[src/rtl/alu_issue_wb_pkg.sv]
// Shared decode constants for the ALU issue/write-back stage.
package alu_issue_wb_pkg;

  localparam int AW = 4;

  // Instruction field positions.
  localparam int OP_LSB  = 12;
  localparam int RD_LSB  = 8;
  localparam int EXT_LSB = 4;
  localparam int RS_LSB  = 0;

  // Flag bit indices within {C,L,F,Z,N}.
  localparam int FLAG_C = 4;
  localparam int FLAG_L = 3;
  localparam int FLAG_F = 2;
  localparam int FLAG_Z = 1;
  localparam int FLAG_N = 0;

  // Primary opcodes.
  localparam logic [3:0] OP_REG   = 4'b0000;
  localparam logic [3:0] OP_CMP   = 4'b0011;
  localparam logic [3:0] OP_ADDI  = 4'b0101;
  localparam logic [3:0] OP_ADDUI = 4'b0110;
  localparam logic [3:0] OP_MOVI  = 4'b1000;
  localparam logic [3:0] OP_SUBI  = 4'b1001;
  localparam logic [3:0] OP_CMPI  = 4'b1011;
  localparam logic [3:0] OP_RSHI  = 4'b1110;

  // Register-format extension codes.
  localparam logic [3:0] EXT_NOP  = 4'b0000;
  localparam logic [3:0] EXT_AND  = 4'b0001;
  localparam logic [3:0] EXT_OR   = 4'b0010;
  localparam logic [3:0] EXT_XOR  = 4'b0011;
  localparam logic [3:0] EXT_NOT  = 4'b0100;
  localparam logic [3:0] EXT_ADD  = 4'b0101;
  localparam logic [3:0] EXT_ADDU = 4'b0110;
  localparam logic [3:0] EXT_SUB  = 4'b1001;
  localparam logic [3:0] EXT_MOV  = 4'b1101;

  // Decoded view of a 16-bit instruction word.
  typedef struct packed {
    logic [3:0] op;
    logic [3:0] rd;
    logic [3:0] ext;
    logic [3:0] rs;
  } instr_t;

endpackage

[src/rtl/alu_issue_wb_regfile.sv]
// 16x16 register file: two async read ports, one debug read port,
// one synchronous write port, asynchronous active-low clear.
module regfile_16x16
  import alu_issue_wb_pkg::*;
#(
  parameter int NREGS = 16,
  parameter int DW    = 16
) (
  input  logic          clk,
  input  logic          rst_n,
  input  logic [AW-1:0] raddr_a_i,
  output logic [DW-1:0] rdata_a_o,
  input  logic [AW-1:0] raddr_b_i,
  output logic [DW-1:0] rdata_b_o,
  input  logic [AW-1:0] dbg_raddr_i,
  output logic [DW-1:0] dbg_rdata_o,
  input  logic          we_i,
  input  logic [AW-1:0] waddr_i,
  input  logic [DW-1:0] wdata_i
);

  logic [DW-1:0] mem_q [NREGS];

  assign rdata_a_o   = mem_q[raddr_a_i];
  assign rdata_b_o   = mem_q[raddr_b_i];
  assign dbg_rdata_o = mem_q[dbg_raddr_i];

  // Storage: cleared on reset, one write per cycle.
  always_ff @(posedge clk or negedge rst_n) begin
    if (!rst_n) begin
      for (int i = 0; i < NREGS; i++) mem_q[i] <= '0;
    end else if (we_i) begin
      mem_q[waddr_i] <= wdata_i;
    end
  end

endmodule

[src/rtl/alu_issue_wb.sv]
// Operand issue and write-back around a combinational ALU: decode,
// register read with result forwarding, registered ALU inputs, and
// write-back of the result and status flags one edge later.
module alu_issue_wb
  import alu_issue_wb_pkg::*;
#(
  parameter int NREGS = 16,
  parameter int DW    = 16
) (
  input  logic          clk,
  input  logic          rst_n,
  input  logic          instr_valid,
  output logic          instr_ready,
  input  logic [15:0]   instr,
  input  logic          hold,
  output logic [DW-1:0] alu_A,
  output logic [DW-1:0] alu_B,
  output logic [3:0]    alu_opcode,
  output logic [3:0]    alu_opext,
  input  logic [DW-1:0] alu_S,
  input  logic [4:0]    alu_CLFZN,
  output logic [4:0]    psr,
  output logic          wb_en,
  output logic [3:0]    wb_addr,
  output logic [DW-1:0] wb_data,
  input  logic [3:0]    dbg_raddr,
  output logic [DW-1:0] dbg_rdata
);

  function automatic logic [DW-1:0] sext8(input logic [7:0] v);
    return {{(DW-8){v[7]}}, v};
  endfunction

  function automatic logic [DW-1:0] zext8(input logic [7:0] v);
    return {{(DW-8){1'b0}}, v};
  endfunction

  instr_t        dec;
  logic          accept;
  logic [DW-1:0] rf_rd, rf_rs, opnd_rd, opnd_rs;
  logic [DW-1:0] a_d, b_d, a_q, b_q;
  logic [3:0]    op_q, ext_q, rdest_q;
  logic          ex_valid_q;
  logic [4:0]    psr_q;
  logic          psr_upd;

  assign dec         = instr_t'(instr);
  assign instr_ready = rst_n & ~hold;
  assign accept      = instr_valid & instr_ready;

  regfile_16x16 #(.NREGS(NREGS), .DW(DW)) u_rf (
    .clk         (clk),
    .rst_n       (rst_n),
    .raddr_a_i   (dec.rd),
    .rdata_a_o   (rf_rd),
    .raddr_b_i   (dec.rs),
    .rdata_b_o   (rf_rs),
    .dbg_raddr_i (dbg_raddr),
    .dbg_rdata_o (dbg_rdata),
    .we_i        (wb_en),
    .waddr_i     (wb_addr),
    .wdata_i     (alu_S)
  );

  // Forward the result being written this cycle to a dependent reader.
  assign opnd_rd = (wb_en && (wb_addr == dec.rd)) ? alu_S : rf_rd;
  assign opnd_rs = (wb_en && (wb_addr == dec.rs)) ? alu_S : rf_rs;

  // Operand selection per opcode and extension.
  always_comb begin
    a_d = opnd_rd;
    b_d = opnd_rs;
    case (dec.op)
      OP_REG: begin
        if (dec.ext == EXT_MOV || dec.ext == EXT_NOT) begin
          a_d = opnd_rs;
          b_d = '0;
        end
      end
      OP_ADDI, OP_SUBI, OP_CMPI: b_d = sext8({dec.ext, dec.rs});
      OP_ADDUI:                  b_d = zext8({dec.ext, dec.rs});
      OP_MOVI: begin
        a_d = zext8({dec.ext, dec.rs});
        b_d = '0;
      end
      OP_RSHI:                   b_d = '0;
      default: ;
    endcase
  end

  // Execute registers: load on accept, otherwise present a NOP.
  always_ff @(posedge clk or negedge rst_n) begin
    if (!rst_n) begin
      ex_valid_q <= 1'b0;
      rdest_q    <= '0;
      a_q        <= '0;
      b_q        <= '0;
      op_q       <= '0;
      ext_q      <= '0;
    end else if (accept) begin
      ex_valid_q <= 1'b1;
      rdest_q    <= dec.rd;
      a_q        <= a_d;
      b_q        <= b_d;
      op_q       <= dec.op;
      ext_q      <= dec.ext;
    end else begin
      ex_valid_q <= 1'b0;
      rdest_q    <= '0;
      a_q        <= '0;
      b_q        <= '0;
      op_q       <= '0;
      ext_q      <= '0;
    end
  end

  assign alu_A      = a_q;
  assign alu_B      = b_q;
  assign alu_opcode = op_q;
  assign alu_opext  = ext_q;

  // Compares and register-format NOP produce no register result.
  assign wb_en   = ex_valid_q &
                   ~((op_q == OP_CMP) || (op_q == OP_CMPI) ||
                     ((op_q == OP_REG) && (ext_q == EXT_NOP)));
  assign wb_addr = rdest_q;
  assign wb_data = alu_S;

  // Only arithmetic and compare ops change the status flags.
  assign psr_upd = ex_valid_q &
                   (((op_q == OP_REG) &&
                     ((ext_q == EXT_ADD) || (ext_q == EXT_ADDU) || (ext_q == EXT_SUB))) ||
                    (op_q == OP_ADDI) || (op_q == OP_ADDUI) || (op_q == OP_SUBI) ||
                    (op_q == OP_CMP)  || (op_q == OP_CMPI));

  // Processor status register.
  always_ff @(posedge clk or negedge rst_n) begin
    if (!rst_n)       psr_q <= '0;
    else if (psr_upd) psr_q <= alu_CLFZN;
  end

  assign psr = psr_q;

endmodule

[config.mk]
export PLATFORM = sky130hd
export DESIGN_NAME = alu_issue_wb
export DESIGN_NICKNAME = d
export VERILOG_FILES = /design/src/rtl/alu_issue_wb_pkg.sv /design/src/rtl/alu_issue_wb_regfile.sv /design/src/rtl/alu_issue_wb.sv
export SDC_FILE = /design/constraint.sdc
export NUM_CORES = 1
export LEC_CHECK = 0
export CAP_MARGIN = 25
export CORE_ASPECT_RATIO = 0.5
export CORE_MARGIN = 2
export CORE_UTILIZATION = 53
export CTS_BUF_LIST = sky130_fd_sc_hd__clkbuf_4 sky130_fd_sc_hd__clkbuf_8 sky130_fd_sc_hd__clkbuf_16
export DETAILED_ROUTE_END_ITERATION = 8
export GPL_TIMING_DRIVEN = 0
export PLACE_DENSITY = 0.82
export SYNTH_ARGS = -nofsm -noshare
export SYNTH_HDL_FRONTEND = slang
export SYNTH_SLANG_ARGS = --single-unit
export TNS_END_PERCENT = 100
[constraint.sdc]
create_clock -name clk -period 4.39 [get_ports clk]
set_input_delay 0.878 -clock clk [delete_from_list [all_inputs] [get_ports clk]]
set_output_delay 0.878 -clock clk [all_outputs]
set_load 0.01 [all_outputs]
# Word-level counts from Yosys, hierarchy flattened
# Cells that the tools add are included.
[totals]
elab_cells = 100
output_inout_bits = 83
in_bits = 45
regBits = 306
[op_classes]
bitwise = 10
n_eq_ne = 18
n_reduce_logical = 20
n_mux = 24
order_cmp = 5
[op_table]
columns = ["op", "n"]
rows = [
  ["bitwise mux 256 bit", 1],
  ["two-way mux 16 bit", 13],
  ["binary-select mux 16 bit (select 4 bit)", 3],
  ["demux 16 bit (select 4 bit)", 1],
  ["case mux 16 bit (4 select lines)", 1],
  ["equality test 4 bit (second input constant)", 8],
  ["case mux 16 bit (2 select lines)", 1],
  ["equality test 4 x 3 -> 1 bit (second input constant)", 7],
  [">= comparator 5 bit (second input constant)", 4],
  ["NOT 4 -> 5 bit", 4],
  ["logical NOT 4 bit", 3],
  ["two-way mux 4 bit", 3],
  ["logical OR 1 bit", 10],
  ["equality test 4 bit", 2],
  ["logical AND 1 bit", 5],
  ["< comparator 5 x 1 -> 1 bit (second input constant)", 1],
  ["bitwise AND 1 bit", 4],
  ["equality test 4 x 2 -> 1 bit (second input constant)", 1],
  ["OR reduction 3 bit", 1],
  ["NOT 1 bit", 2],
  ["OR reduction 2 bit", 1],
  ["two-way mux 1 bit", 1],
]

# Logic depth before layout (Yosys ltp)
# Gate-level depths: netlist of the first run.
[logic_depth]
word_depth = 10
mapped_depth = 10
mapped_depth_nobuf = 7

# Hierarchy
# From an unflattened synthesis of the first run, not the netlist that was laid out.
[hier_totals]
hier_cells = 1245
hier_area_um2 = 18067.3
[by_module_without_submodules]
columns = ["mod", "seq_area_each_um2", "cells_per_inst", "instances", "area_per_inst_um2"]
rows = [
  ["regfile_16x16", 6406.1, 986, 1, 15312.2],
  ["alu_issue_wb", 1251.2, 259, 1, 2755.1],
]

# Worst setup path before layout of the first run
# Ideal clock, no wire load.
[synth_path]
path_kind = "input to output"
from = "input dbg_raddr[0]"
to = "output dbg_rdata[10]"
t_arrival_ns = 2.684
t_required_ns = 3.512
cell_stages = 4
path_slack_ns = 0.828
path_buffers = 2
cell_sequence = "buf_2 buf_1 mux4_2 mux4_2"
[synth_via]
elab_chain_len = 4
[synth_lines]
columns = ["item", "line_no", "source"]
rows = [
  ["start: declaration", "alu_issue_wb.sv:26", "input logic [3:0] dbg_raddr,"],
  ["NOT 4 -> 5 bit (not written as such)", "alu_issue_wb_regfile.sv:26", "assign dbg_rdata_o = mem_q[dbg_raddr_i];"],
  ["binary-select mux 16 bit (select 4 bit)", "alu_issue_wb_regfile.sv:26", ""],
  ["two-way mux 16 bit (not written as such) (2 in a row)", "alu_issue_wb_regfile.sv:26", ""],
  ["end: declaration", "alu_issue_wb.sv:27", "output logic [DW-1:0] dbg_rdata"],
]
# Every way passes these cells. The select of a mux whose other input is x is not followed.

# Worst setup path in the final report of the first run
[layout_path]
from = "input dbg_raddr[2]"
to = "output dbg_rdata[5]"
# The elaborated chain is that of the path after synthesis.

==> impl_summary.md, run 1 <==
Detailed routing
Across all layers, the routed design uses 13450 vias. The post-route DRC violation count is 0. The post-detailed-route wirelength per cell is 32.67 um.

The final wirelength is 60150 um. In this run the remaining antenna-violating nets after routing total 0. The pre-antenna-repair detailed-routing pass consisted of 5 iterations. The vias per cell is 7.305. The first routing iteration left 2161 violations.

Synth
The post-synthesis share of cell area spent on xor and xnor gates is 0.4786%. After synthesis, the largest family of logic cells by area is multiplexers. The synthesized area per cell is 15.02 um^2. Synthesis produced a netlist with a net count of 1263.

The share of flip-flops with an asynchronous set or reset after synthesis is 100.0%. The number of different library cells used by synthesis comes to 56. In this run, synthesis produced a sequential element count of 306.

The number of synthesis warnings is 0. After Yosys synthesis, full adders, half adders and majority gates account for 0% of the synthesized area. By area the synthesized netlist is led by sky130_fd_sc_hd__dfrtp_1, sky130_fd_sc_hd__mux4_2, sky130_fd_sc_hd__mux2_2. In this run, synthesis inferred 0 flip-flops with an integrated enable. Sequential elements use 41.84% of the synthesized area.

In the synthesized netlist, the cells that appear most often are sky130_fd_sc_hd__dfrtp_1, sky130_fd_sc_hd__mux2_2, sky130_fd_sc_hd__mux4_2. The cell area that synthesis handed to floorplanning was 0.01830 mm^2. After synthesis, the share of cell area in mux cells is 44.39%.

The library cell occupying the most area in the post-synthesis netlist is sky130_fd_sc_hd__dfrtp_1. The synthesized netlist devotes 4.752% of its cell area to compound gates. The library cell with the highest instance count after synthesis is sky130_fd_sc_hd__dfrtp_1.

Of the post-synthesis cell area, the dominant cell type holds 41.84%. The area share of and/or/nand/nor cells after synthesis is 4.622%. Among all flip-flop cells after synthesis, the most frequent one is sky130_fd_sc_hd__dfrtp_1. In the synthesized netlist, the number of instances is 1218.

Run status
The flow ran to the end, and the final reports show no timing, DRC or antenna violations.

Global route
The via count of the first global-routing pass was 13840. Global routing used 33.95% of the available tracks. The initial antenna violation count came to 0. The first global-routing pass estimated 88590 um of wire. The total overflow left after global routing is 0. Entering global routing, the biggest net connects 122 pins.

Placed design
At the end of routability-driven placement, the weighted congestion stood at 0.9577. After detailed placement, the design holds a cell count of 1786. The count of buffers added on input and output ports is 112. The area of placed instances is 0.02010 mm^2. The HPWL reported at the end of detailed placement is 39960 um.

CTS
In this run the clock root is driven by a sky130_fd_sc_hd__clkbuf_16. The H-tree depth is 1. The maximum buffer depth of the clock tree is 3.

The clock-pin slew of the registers on the worst-case setup and hold paths is 60 ps. The clock sink total is 306. Counting the buffers created by CTS gives 29.

The CTS tree is yes. The clock latency reported for the late side of the worst-skew pair is 590 ps.

Worst setup path
The cell type of the slowest stage on the worst timing path is sky130_fd_sc_hd__clkbuf_1. The category of cells accounting for the largest share of critical-path delay is buffers and inverters. The number of buffers and inverters on the critical path is 4. The required time of the worst setup path is 3510 ps. Walking the worst path, the cells encountered are clkbuf_1 > buf_1 > buf_8 > mux4_2 > clkdlybuf4s50_1.

The worst setup path is captured at a primary output. The most critical setup path has its startpoint at dbg_raddr[2]. STA classifies the critical path startpoint as a primary input.

The data arrival time of the critical path is 3430 ps. The maximum cell stage delay along the critical path is 640 ps. The category of the most critical setup path is in -> out. The largest fanout on the critical path is 7. The beginning of the worst register-to-register path is alu_opcode[0].

STA
Setup violations remaining at the end of the flow were counted as 0. Of the available clock period, the critical path in the final layout requires 98.17%. Subtracting the final worst setup slack from the clock period gives 4310 ps. The worst pin sits at a relative slew slack of 22.81%. Setup repair after global routing left no endpoint under its margin. At the pin with the least slew margin, the transition time is 1152 ps.

The total negative slack is 0 ps. The clock arrives with 15.46 ps of skew. The maximum clock frequency is 232.0 MHz. The final count of hold timing violations was 0. The count of final max-slew check failures is 0.

Floorplan
The die span in y is 135.4 um. The floorplan has 48 rows. The initial utilization of the core area, before any placement, comes to 53.46%.

The count of pins on the block boundary is 128. The overall die width is 266.8 um. The floorplan step defined a die boundary enclosing 0.03612 mm^2. The core region area is 0.03423 mm^2.

Pwr
The clock group share of total power is 39.8%. The total power divided by cell area is 320.5 mW/mm^2. The net switching fraction of the power is 26.56%. Sequential cells account for 45.2% of the total power.

The peak supply drop is 0.2956 mV. The switching power of the nets is 1.801 mW. The cell leakage power is 9.251 nW. Total power for the finished layout comes to 6.780 mW.

The total internal power is 4.979 mW. The part of the power in combinational logic is 15.0%.

Cells and area
The area of all sequential standard cells is 0.007657 mm^2. After the last flow step, the layout net total stands at 1415. After routing the design area is 0.02115 mm^2. Cells with a size suffix above 1 make up 46.30% of the layout. Measured on the finished design, the core utilization comes to 61.79%.

For this run, the number of standard cells in the final layout without fillers is 1841. The area of the multi-input gates is 0.009926 mm^2. The number of filler cells placed in the layout is 2442. The synthesis-to-layout area growth is 15.60%. The antenna diode instance count is 0.

Flow run
The reported max-cap violation count is 0.

Worst hold path
In this run the worst hold path is classified as in -> async.
metrics by stage:
stage,setup WS [ps],hold slack [ps]
2_1_floorplan,827.7,486.9
3_3_place_gp,-9984,491.0
3_5_place_dp,-201.6,501.5
4_1_cts,15.63,264.2
5_1_grt,23.36,275.0
6_report,80.27,229.3
cell usage in the layout, fill, tap and decap left out, types with 4 or more instances in the layout:
cell                              Yosys  final
sky130_fd_sc_hd__a211o_1              6      6
sky130_fd_sc_hd__a211oi_1            15     15
sky130_fd_sc_hd__a21o_1               8      8
sky130_fd_sc_hd__a21oi_1             19     19
sky130_fd_sc_hd__a221o_1              8      8
sky130_fd_sc_hd__a221oi_1             5      5
sky130_fd_sc_hd__a22oi_1             21     21
sky130_fd_sc_hd__and2_1               4      4
sky130_fd_sc_hd__and3_1              12     12
sky130_fd_sc_hd__buf_1               17     16
sky130_fd_sc_hd__buf_2               38     38
sky130_fd_sc_hd__buf_4               27     27
sky130_fd_sc_hd__buf_8                0      7
sky130_fd_sc_hd__bufinv_16            0      4
sky130_fd_sc_hd__clkbuf_1            51     46
sky130_fd_sc_hd__clkbuf_16            0     29
sky130_fd_sc_hd__clkbuf_2             0      6
sky130_fd_sc_hd__clkbuf_8             0      4
sky130_fd_sc_hd__clkdlybuf4s50_1      0    111
sky130_fd_sc_hd__clkinv_2             0      7
sky130_fd_sc_hd__dfrtp_1            306    306
sky130_fd_sc_hd__inv_1               10     10
sky130_fd_sc_hd__mux2_2             265    265
sky130_fd_sc_hd__mux2i_1             24     24
sky130_fd_sc_hd__mux4_2             216    216
sky130_fd_sc_hd__nand2_1             35     35
sky130_fd_sc_hd__nand2b_1             5      5
sky130_fd_sc_hd__nor2_1              15     15
sky130_fd_sc_hd__nor2_2               4      4
sky130_fd_sc_hd__nor2b_1             17     17
sky130_fd_sc_hd__nor3_1               6      6
sky130_fd_sc_hd__nor3_2               4      4
sky130_fd_sc_hd__nor4_4               5      5
sky130_fd_sc_hd__o21ai_0             20     20
sky130_fd_sc_hd__o22ai_1              7      7
sky130_fd_sc_hd__xor2_1              10     10
power groups by stage:
stage	clock network, mW	logic, mW	registers (mW)
floorplan	0	0.613	3.07
global placement	0	0.953	3.09
detailed placement	0	0.988	3.11
CTS	2.69	0.995	3.05
global route	2.82	1.06	3.07
finish	2.70	1.02	3.06
routing by layer:
metal / vias up / share of wire (%) / global-route usage (%) / wire length [um]
li1: 5110 / - / - / -
met4: 0 / 6.5 / 18.66 / 3902
met1: 6802 / 34 / 42.10 / 20730
met2: 1204 / 45 / 51.30 / 26990
met5: - / 0 / 0 / 0
met3: 332 / 14 / 13.79 / 8536
cells by family (layout without fill, tap and decap cells):
kind of cell / Yosys count / after routing
buf+inv: 146 / 319
flops: 306 / 306
simple gates: 128 / 128
xor+xnor: 10 / 10
mux: 508 / 508
compound gates: 120 / 120
final timing paths:
kind                                    to  slack, ps  depth (start not counted)
max                           dbg_rdata[5]         80                          5
min                        u_rf.mem_q[203]        230                          1
max reg2reg                  u_rf.mem_q[5]       1210                          6
min reg2reg                         psr[3]        510                          1
max in group asynchronous         alu_A[3]       2680                          3
min in group clk                    psr[3]        510                          1
layout make-up:
cell class	count	share of cell area, %
multi-input cells	766	46.92
flip-flops and latches	306	36.20
repair buffers	121	6.063
clock buffers	36	3.797
plain buffers	135	3.206
well taps	450	2.662
clock inverters	16	0.9345
inverters	11	0.2188
registers in the layout (all words and copies together) (netlist names):
name and flops:
alu_opext 4, wb_addr 4, alu_opcode 4, alu_A 16, ex_valid_q 1, psr 5, u_rf.mem_q 256, alu_B 16
repair_timing:
item,in CTS,in global routing
setup endpoints to repair,16,3
pin swaps,0,0
gates resized for setup,4,3
setup buffers,0,0
hold buffers,0,0
(Power assumes the default switching activity.)
==> run 2: changes to the inputs <==
--- a/config.mk
+++ b/config.mk
@@ -9,9 +9,10 @@
 export CORE_ASPECT_RATIO = 0.5
 export CORE_MARGIN = 2
 export CORE_UTILIZATION = 53
-export CTS_BUF_LIST = sky130_fd_sc_hd__clkbuf_4 sky130_fd_sc_hd__clkbuf_8 sky130_fd_sc_hd__clkbuf_16
+export CTS_BUF_LIST = sky130_fd_sc_hd__clkbuf_16
 export DETAILED_ROUTE_END_ITERATION = 8
 export GPL_TIMING_DRIVEN = 0
+export HOLD_SLACK_MARGIN = 0.12
 export PLACE_DENSITY = 0.82
 export SYNTH_ARGS = -nofsm -noshare
 export SYNTH_HDL_FRONTEND = slang
==> impl_summary.md, run 2 (same netlist as run 1, synthesis figures left out) <==
Run status
The flow ran to the end, and the final reports show no timing, DRC or antenna violations.

CTS
The clock-pin slew of the registers on the worst-case setup and hold paths was 60 ps (about the same). The CTS buffer count is 29 (unchanged). The total setup buffers inserted after CTS is 0 (unchanged). The hold-fix buffer count after cts is 0 (unchanged).

TritonCTS built the clock tree. The clock sink total is 306 (unchanged). The maximum buffer depth of the clock tree is 3 (unchanged). The H-tree depth is 1 (unchanged).

The master cell of the clock root buffer is sky130_fd_sc_hd__clkbuf_16. The clock latency reported for the late side of the worst-skew pair is 590 ps (about the same).

Pwr
The switching power of the nets is 1.796 mW (-0.30%). The total power divided by cell area is 316.6 mW/mm^2 (-1.2%). The net switching fraction of the power is 26.89% (+0.32 points).

The part of the total power dissipated in sequential elements is 45.8% (+0.6 points). The clock group share of total power was 38.9% (-0.9 points). The total internal power is 4.884 mW (-1.9%).

The peak supply drop is 0.2920 mV (-1.2%). The part of the power in combinational logic was 15.3% (+0.3 points). The cell leakage power is 9.230 nW (-0.23%).

Global route
The met3 usage is 13.96% (+0.16 points). The largest net degree at the start of global routing is 122 (unchanged). The met1 routing resource usage after global routing was 42.05% (-0.047 points). The wire length of the first global-routing pass came to 88650 um (about the same). The leftover overflow at the end of global routing is 0 (unchanged). The initial antenna violation count is 0 (unchanged).

The overall global routing resource usage is 33.92% (about the same). The via count of the first global-routing pass is 13910 (+0.47%). The routing usage on met2 is 51.27% (about the same). The most crowded layer after global routing is met2.

Floorplan
The total die area is 0.03612 mm^2 (unchanged). The overall die width is 266.8 um (unchanged). The starting density of the core is 53.46% (unchanged).

The count of pins on the block boundary came to 128 (unchanged). The die span in y is 135.4 um (unchanged). The number of standard-cell rows in the floorplan came to 48 (unchanged). The core region area came to 0.03423 mm^2 (unchanged).

Worst setup path
The buffering stage count on the worst path with inverters included is 4 (unchanged). The maximum cell stage delay along the critical path was 660 ps (+20 ps). The slowest stage of the critical path is the sky130_fd_sc_hd__buf_1 cell. The worst setup path is of the in -> out kind. The required time of the worst setup path is 3510 ps (about the same). The data arrival time of the critical path is 3450 ps (+20 ps). Among cell families on the critical path, the largest total delay comes from buffers and inverters. The critical path capture point type is a primary output. Traced cell by cell, the critical path runs through clkbuf_1 > buf_1 > buf_8 > mux4_2 > clkdlybuf4s50_1.

STA classifies the critical path startpoint as a primary input. The largest fanout on the critical path came to 7 (unchanged).

Cells and area
The number of flip-flops under the largest register name was 256 (unchanged). The most frequent standard cell in the layout excluding fill and tap cells is sky130_fd_sc_hd__dfrtp_1. The antenna diode instance count came to 0 (unchanged). The fraction of layout instances using a drive strength above 1 is 45.79% (-0.50 points). The library cells used most frequently in the layout, excluding fill and tap cells, are sky130_fd_sc_hd__dfrtp_1, sky130_fd_sc_hd__mux2_2, sky130_fd_sc_hd__mux4_2. The area of all placed cells without fillers is 0.02110 mm^2 (-0.26%). From synthesis to final layout, the design area changed by 15.29%. The number of standard cells in the final layout excluding fillers was 1841 (unchanged). The number of nets in the layout came to 1415 (unchanged). The register containing the most flip-flops in the final layout is u_rf.mem_q.

Placed design
The area of placed instances is 0.02010 mm^2 (unchanged). The placer congestion estimate is 0.9577 (unchanged). The number of input and output port buffers inserted is 112 (unchanged).

The HPWL reported at the end of detailed placement is 39960 um (unchanged). The count of placed standard cells including taps came to 1786 (unchanged). The post-placement worst setup slack is -201.6 ps (unchanged).

STA
The worst-case setup margin in the final layout is 65.50 ps (-14.78 ps). The final count of hold timing violations was 0 (unchanged). The time the worst path needs with I/O delays and setup is 4325 ps (+14.78 ps). The remaining max-slew budget at the tightest pin came to 21.60% (-1.2 points). The share of the clock period used by the worst path after layout was 98.51% (+0.34 points). The count of final max-slew check failures is 0 (unchanged). Setup repair after global routing left no endpoint under its margin. The worst-margin pin slew is 1176 ps (+24.38 ps). The worst-case clock skew came to 11.97 ps (-3.486 ps). The setup violation total in the final timing report is 0 (unchanged). The total negative slack is 0 ps (unchanged). The maximum clock frequency came to 231.2 MHz (-0.34%).

Detailed routing
The number of nets with antenna violations after detailed routing is 0 (unchanged). The post-detailed-route wirelength per cell is 32.78 um (+0.31%). The final wirelength was 60340 um (+0.31%). The vias per cell is 7.296 (-0.12%). The starting DRC count in detailed routing is 2065 (-4.4%).

The total number of vias is 13430 (-0.12%). The number of iterations in the first detailed-routing pass is 5 (unchanged). The post-route DRC violation count is 0 (unchanged).

Flow run
The reported max-cap violation count came to 0 (unchanged).

Worst hold path
The path class of the lowest-slack min-delay path is in -> async.
-- run 2: routing by layer --
layer  vias to the layer above  wire length, um
met2                      1172            27250
met4                         0             3609
met3                       309             8841
met1                      6837            20640
met5                         -                0
li1                       5114                -
-- run 2: worst paths after layout --
path	startpoint	end	slack, ps	cells past startpoint
min in group clk	psr[3]	psr[3]	510	1
setup reg to reg	alu_opcode[0]	u_rf.mem_q[5]	1210	6
max in group asynchronous	rst_n	alu_A[3]	2650	3
hold / removal	rst_n	u_rf.mem_q[203]	230	1
hold reg to reg	psr[3]	psr[3]	510	1
setup / recovery	dbg_raddr[2]	dbg_rdata[5]	70	5
-- run 2: layout make-up --
class | instances | area [um^2]
clock inverters | 23 | 224.0
well taps | 450 | 563.0
repair buffers | 121 | 1279
fillers | 2462 | 13130
multi-input cells | 766 | 9926
plain buffers | 135 | 678.2
flip-flops and latches | 306 | 7657
inverters | 11 | 46.29
clock buffers | 29 | 725.7
-- run 2: worst reg2reg max path, cell delays in order (launching register included) --
cell	delay [ps]
sky130_fd_sc_hd__dfrtp_1	420
sky130_fd_sc_hd__nor2b_1	160
sky130_fd_sc_hd__a221o_1	380
sky130_fd_sc_hd__buf_6	200
sky130_fd_sc_hd__nor3_2	880
sky130_fd_sc_hd__buf_2	610
sky130_fd_sc_hd__mux2_2	420
-- run 2: stage by stage --
step / hold WS [ps] / utilization [%] / power (mW)
floorplan: 486.9 / - / 3.683
CTS: 264.2 / 61.52 / 6.642
global placement: 491.0 / 58.38 / 4.044
finish: 233.4 / 61.63 / 6.679
detailed placement: 501.5 / 58.73 / 4.093
global route: 274.9 / 61.63 / 6.853
-- run 2: power by group through the flow --
| stage | sequential [mW] | clock (mW) | combinational [mW] |
|---|---|---|---|
| floorplan | 3.07 | 0 | 0.613 |
| global placement | 3.09 | 0 | 0.953 |
| detailed placement | 3.11 | 0 | 0.988 |
| CTS | 3.05 | 2.59 | 0.995 |
| global route | 3.07 | 2.72 | 1.06 |
| finish | 3.06 | 2.60 | 1.02 |
-- run 2: repair_timing --
item | 4_1_cts | 5_1_grt
endpoints found under the setup margin | 16 | 6
hold endpoints to repair | 0 | 0
gates resized for setup | 4 | 3
==> run 3: changes to the inputs <==
--- a/config.mk
+++ b/config.mk
@@ -10,10 +10,13 @@
 export CORE_MARGIN = 2
 export CORE_UTILIZATION = 53
 export CTS_BUF_LIST = sky130_fd_sc_hd__clkbuf_16
+export CTS_CLUSTER_SIZE = 8
 export DETAILED_ROUTE_END_ITERATION = 8
 export GPL_TIMING_DRIVEN = 0
 export HOLD_SLACK_MARGIN = 0.12
 export PLACE_DENSITY = 0.82
+export RECOVER_POWER = 25
+export SETUP_SLACK_MARGIN = 0.1
 export SYNTH_ARGS = -nofsm -noshare
 export SYNTH_HDL_FRONTEND = slang
 export SYNTH_SLANG_ARGS = --single-unit
==> impl_summary.md, run 3 (same netlist as run 1, synthesis figures left out) <==
Run status
The run finished, with violations left. The final reports fail on max-capacitance violations, max-slew violations.

Cells and area
The number of nets in the layout is 1431 (+1.1%). The fraction of layout instances using a drive strength above 1 is 46.21% (+0.42 points). The most frequent standard cell in the layout excluding fill and tap cells is sky130_fd_sc_hd__dfrtp_1.

More flip-flops sit in one register than any other, and that register is u_rf.mem_q. The final cell utilization of the core is 62.28% (+0.65 points). The number of filler cells placed in the layout is 2412 (-2.0%).

The number of standard cells in the final layout excluding fillers is 1838 (-0.16%). The number of flip-flops under the largest register name is 256 (unchanged). The area of all placed cells without fillers was 0.02132 mm^2 (+1.1%). In the layout the commonest cells are sky130_fd_sc_hd__dfrtp_1, sky130_fd_sc_hd__mux2_2, sky130_fd_sc_hd__mux4_2. Relative to the synthesized area, the layout overhead comes to 16.51%.

STA
Setup repair after global routing left no endpoint under its margin. The worst-case clock skew is 26.20 ps (+14.23 ps). The final count of hold timing violations is 0 (unchanged).

The setup violation total in the final timing report is 0 (unchanged). The worst-margin pin slew is 2862 ps (+1686 ps). The worst-case setup margin in the final layout is 148.5 ps (+83.01 ps). The worst hold slack is 268.3 ps (+34.91 ps). The maximum clock frequency came to 235.8 MHz (+2.0%).

The count of final max-slew check failures is 61 (+61). The remaining max-slew budget at the tightest pin is -90.82% (-110 points). The share of the clock period used by the worst path after layout is 96.62% (-1.9 points). The time the worst path needs with I/O delays and setup was 4241 ps (-83.01 ps).

Floorplan
The total die area is 0.03612 mm^2 (unchanged). The die span in y is 135.4 um (unchanged). The starting density of the core is 53.46% (unchanged). The number of standard-cell rows in the floorplan is 48 (unchanged). The core region area came to 0.03423 mm^2 (unchanged). The count of pins on the block boundary is 128 (unchanged). The overall die width is 266.8 um (unchanged).

Worst setup path
The worst setup path is captured at a primary output. The required time of the worst setup path is 3510 ps (about the same). The path depth of the worst reg2reg path is 6 (unchanged). The data arrival time of the critical path is 3360 ps (-90 ps). The kind of launch point of the worst setup path is a primary input. The largest fanout on the critical path is 10 (+3). The category of the most critical setup path is in -> out.

Pwr
The cell leakage power is 9.334 nW (+1.1%). The total power divided by cell area is 333.5 mW/mm^2 (+5.3%). The peak supply drop is 0.2221 mV (-24%).

Flow run
The reported max-cap violation count is 1 (+1).

Detailed routing
The number of iterations in the first detailed-routing pass is 8 (+3). The total number of vias is 13610 (+1.3%). The starting DRC count in detailed routing was 1919 (-7.1%). The post-route DRC violation count is 0 (unchanged). The final wirelength was 61100 um (+1.3%).

The post-detailed-route wirelength per cell is 33.24 um (+1.4%). The vias per cell is 7.403 (+1.5%). The number of nets with antenna violations after detailed routing is 0 (unchanged).

CTS
The clock-pin slew of the registers on the worst-case setup and hold paths is 50 ps (about the same). The master cell of the clock root buffer is sky130_fd_sc_hd__clkbuf_16. The CTS tree is yes.

The clock latency reported for the late side of the worst-skew pair was 570 ps (-20 ps). The H-tree depth is 2 (+1). The hold-fix buffer count after cts is 0 (unchanged).

The maximum buffer depth of the clock tree is 3 (unchanged). The CTS buffer count was 44 (+52%). The clock sink total was 306 (unchanged).

Global route
The most crowded layer after global routing is met2. The via count of the first global-routing pass was 13870 (-0.23%). The initial antenna violation count is 1 (+1). The largest net degree at the start of global routing came to 122 (unchanged).

The leftover overflow at the end of global routing was 0 (unchanged). The overall global routing resource usage is 34.25% (+0.33 points). The met1 routing resource usage after global routing came to 41.48% (-0.58 points).

The wire length of the first global-routing pass came to 88870 um (+0.24%). The routing usage on met2 is 51.32% (about the same). The met3 usage came to 15.79% (+1.8 points).

Placed design
The HPWL reported at the end of detailed placement was 39960 um (unchanged). The placer congestion estimate is 0.9577 (unchanged). The count of placed standard cells including taps was 1786 (unchanged). The number of input and output port buffers inserted is 112 (unchanged). The post-placement worst setup slack is -201.6 ps (unchanged). The area of placed instances is 0.02010 mm^2 (unchanged).

Worst hold path
The tightest min-delay check is of the in -> async type.
## run 3: changes by cell type in the layout (fill, tap and decap cells not counted), moves of 3 or more
cell	delta
sky130_fd_sc_hd__clkbuf_16	+16
sky130_fd_sc_hd__clkinv_2	-7
sky130_fd_sc_hd__bufinv_16	-4
sky130_fd_sc_hd__clkinv_1	-4
sky130_fd_sc_hd__clkinvlp_4	-3
sky130_fd_sc_hd__inv_1	-3
## run 3: final cells by class
cell class | count | area [um^2] | share of cell area [%]
multi-input combinational | 766 | 9926 | 46.55
clock inverter | 2 | 28.78 | 0.1350
sequential | 306 | 7657 | 35.91
tap | 450 | 563.0 | 2.641
clock buffer | 45 | 1126 | 5.281
timing repair buffer | 122 | 1289 | 6.044
buffer | 135 | 683.2 | 3.204
inverter | 11 | 46.29 | 0.2171
antenna | 1 | 2.502 | 0.01174
## run 3: routing by layer
metal / vias up / wire length, um
met1: 6811 / 20330
li1: 5126 / -
met5: - / 0
met2: 1328 / 27190
met3: 342 / 9603
met4: 0 / 3985
## run 3: worst max-delay path, stage by stage
cell	delay (ps)
sky130_fd_sc_hd__buf_2	260
sky130_fd_sc_hd__buf_2	550
sky130_fd_sc_hd__mux4_2	600
sky130_fd_sc_hd__mux4_2	550
sky130_fd_sc_hd__clkdlybuf4s50_1	510
## run 3: power by group
part           leakage, nW  total, mW  switching (mW)  internal [mW]
Sequential            4.18       3.07           0.121           2.95
Combinational         4.59       1.02           0.519          0.505
Clock                0.568       3.02            1.22           1.79
Total                 9.33       7.11            1.86           5.25
## run 3: metrics by stage
stage           TNS, ps  total power [mW]
2_1_floorplan         0             3.683
3_3_place_gp   -3433950             4.044
3_5_place_dp      -1913             4.093
4_1_cts               0             7.072
5_1_grt               0             7.288
6_report              0             7.111
## run 3: final timing paths
kind | startpoint | to | slack, ps
max | dbg_raddr[0] | dbg_rdata[4] | 150
max in group asynchronous | rst_n | u_rf.mem_q[45] | 760
min | rst_n | u_rf.mem_q[203] | 270
max reg2reg | alu_opcode[0] | u_rf.mem_q[5] | 1240
min in group clk | psr[1] | psr[1] | 510
min reg2reg | psr[1] | psr[1] | 510
## run 3: what timing repair did
item / CTS / global route
setup endpoints to repair: 16 / 7
cloned: 0 / 1
setup buffers: 0 / 0
endpoints found under the hold margin: 0 / 0
gates resized for setup: 7 / 3
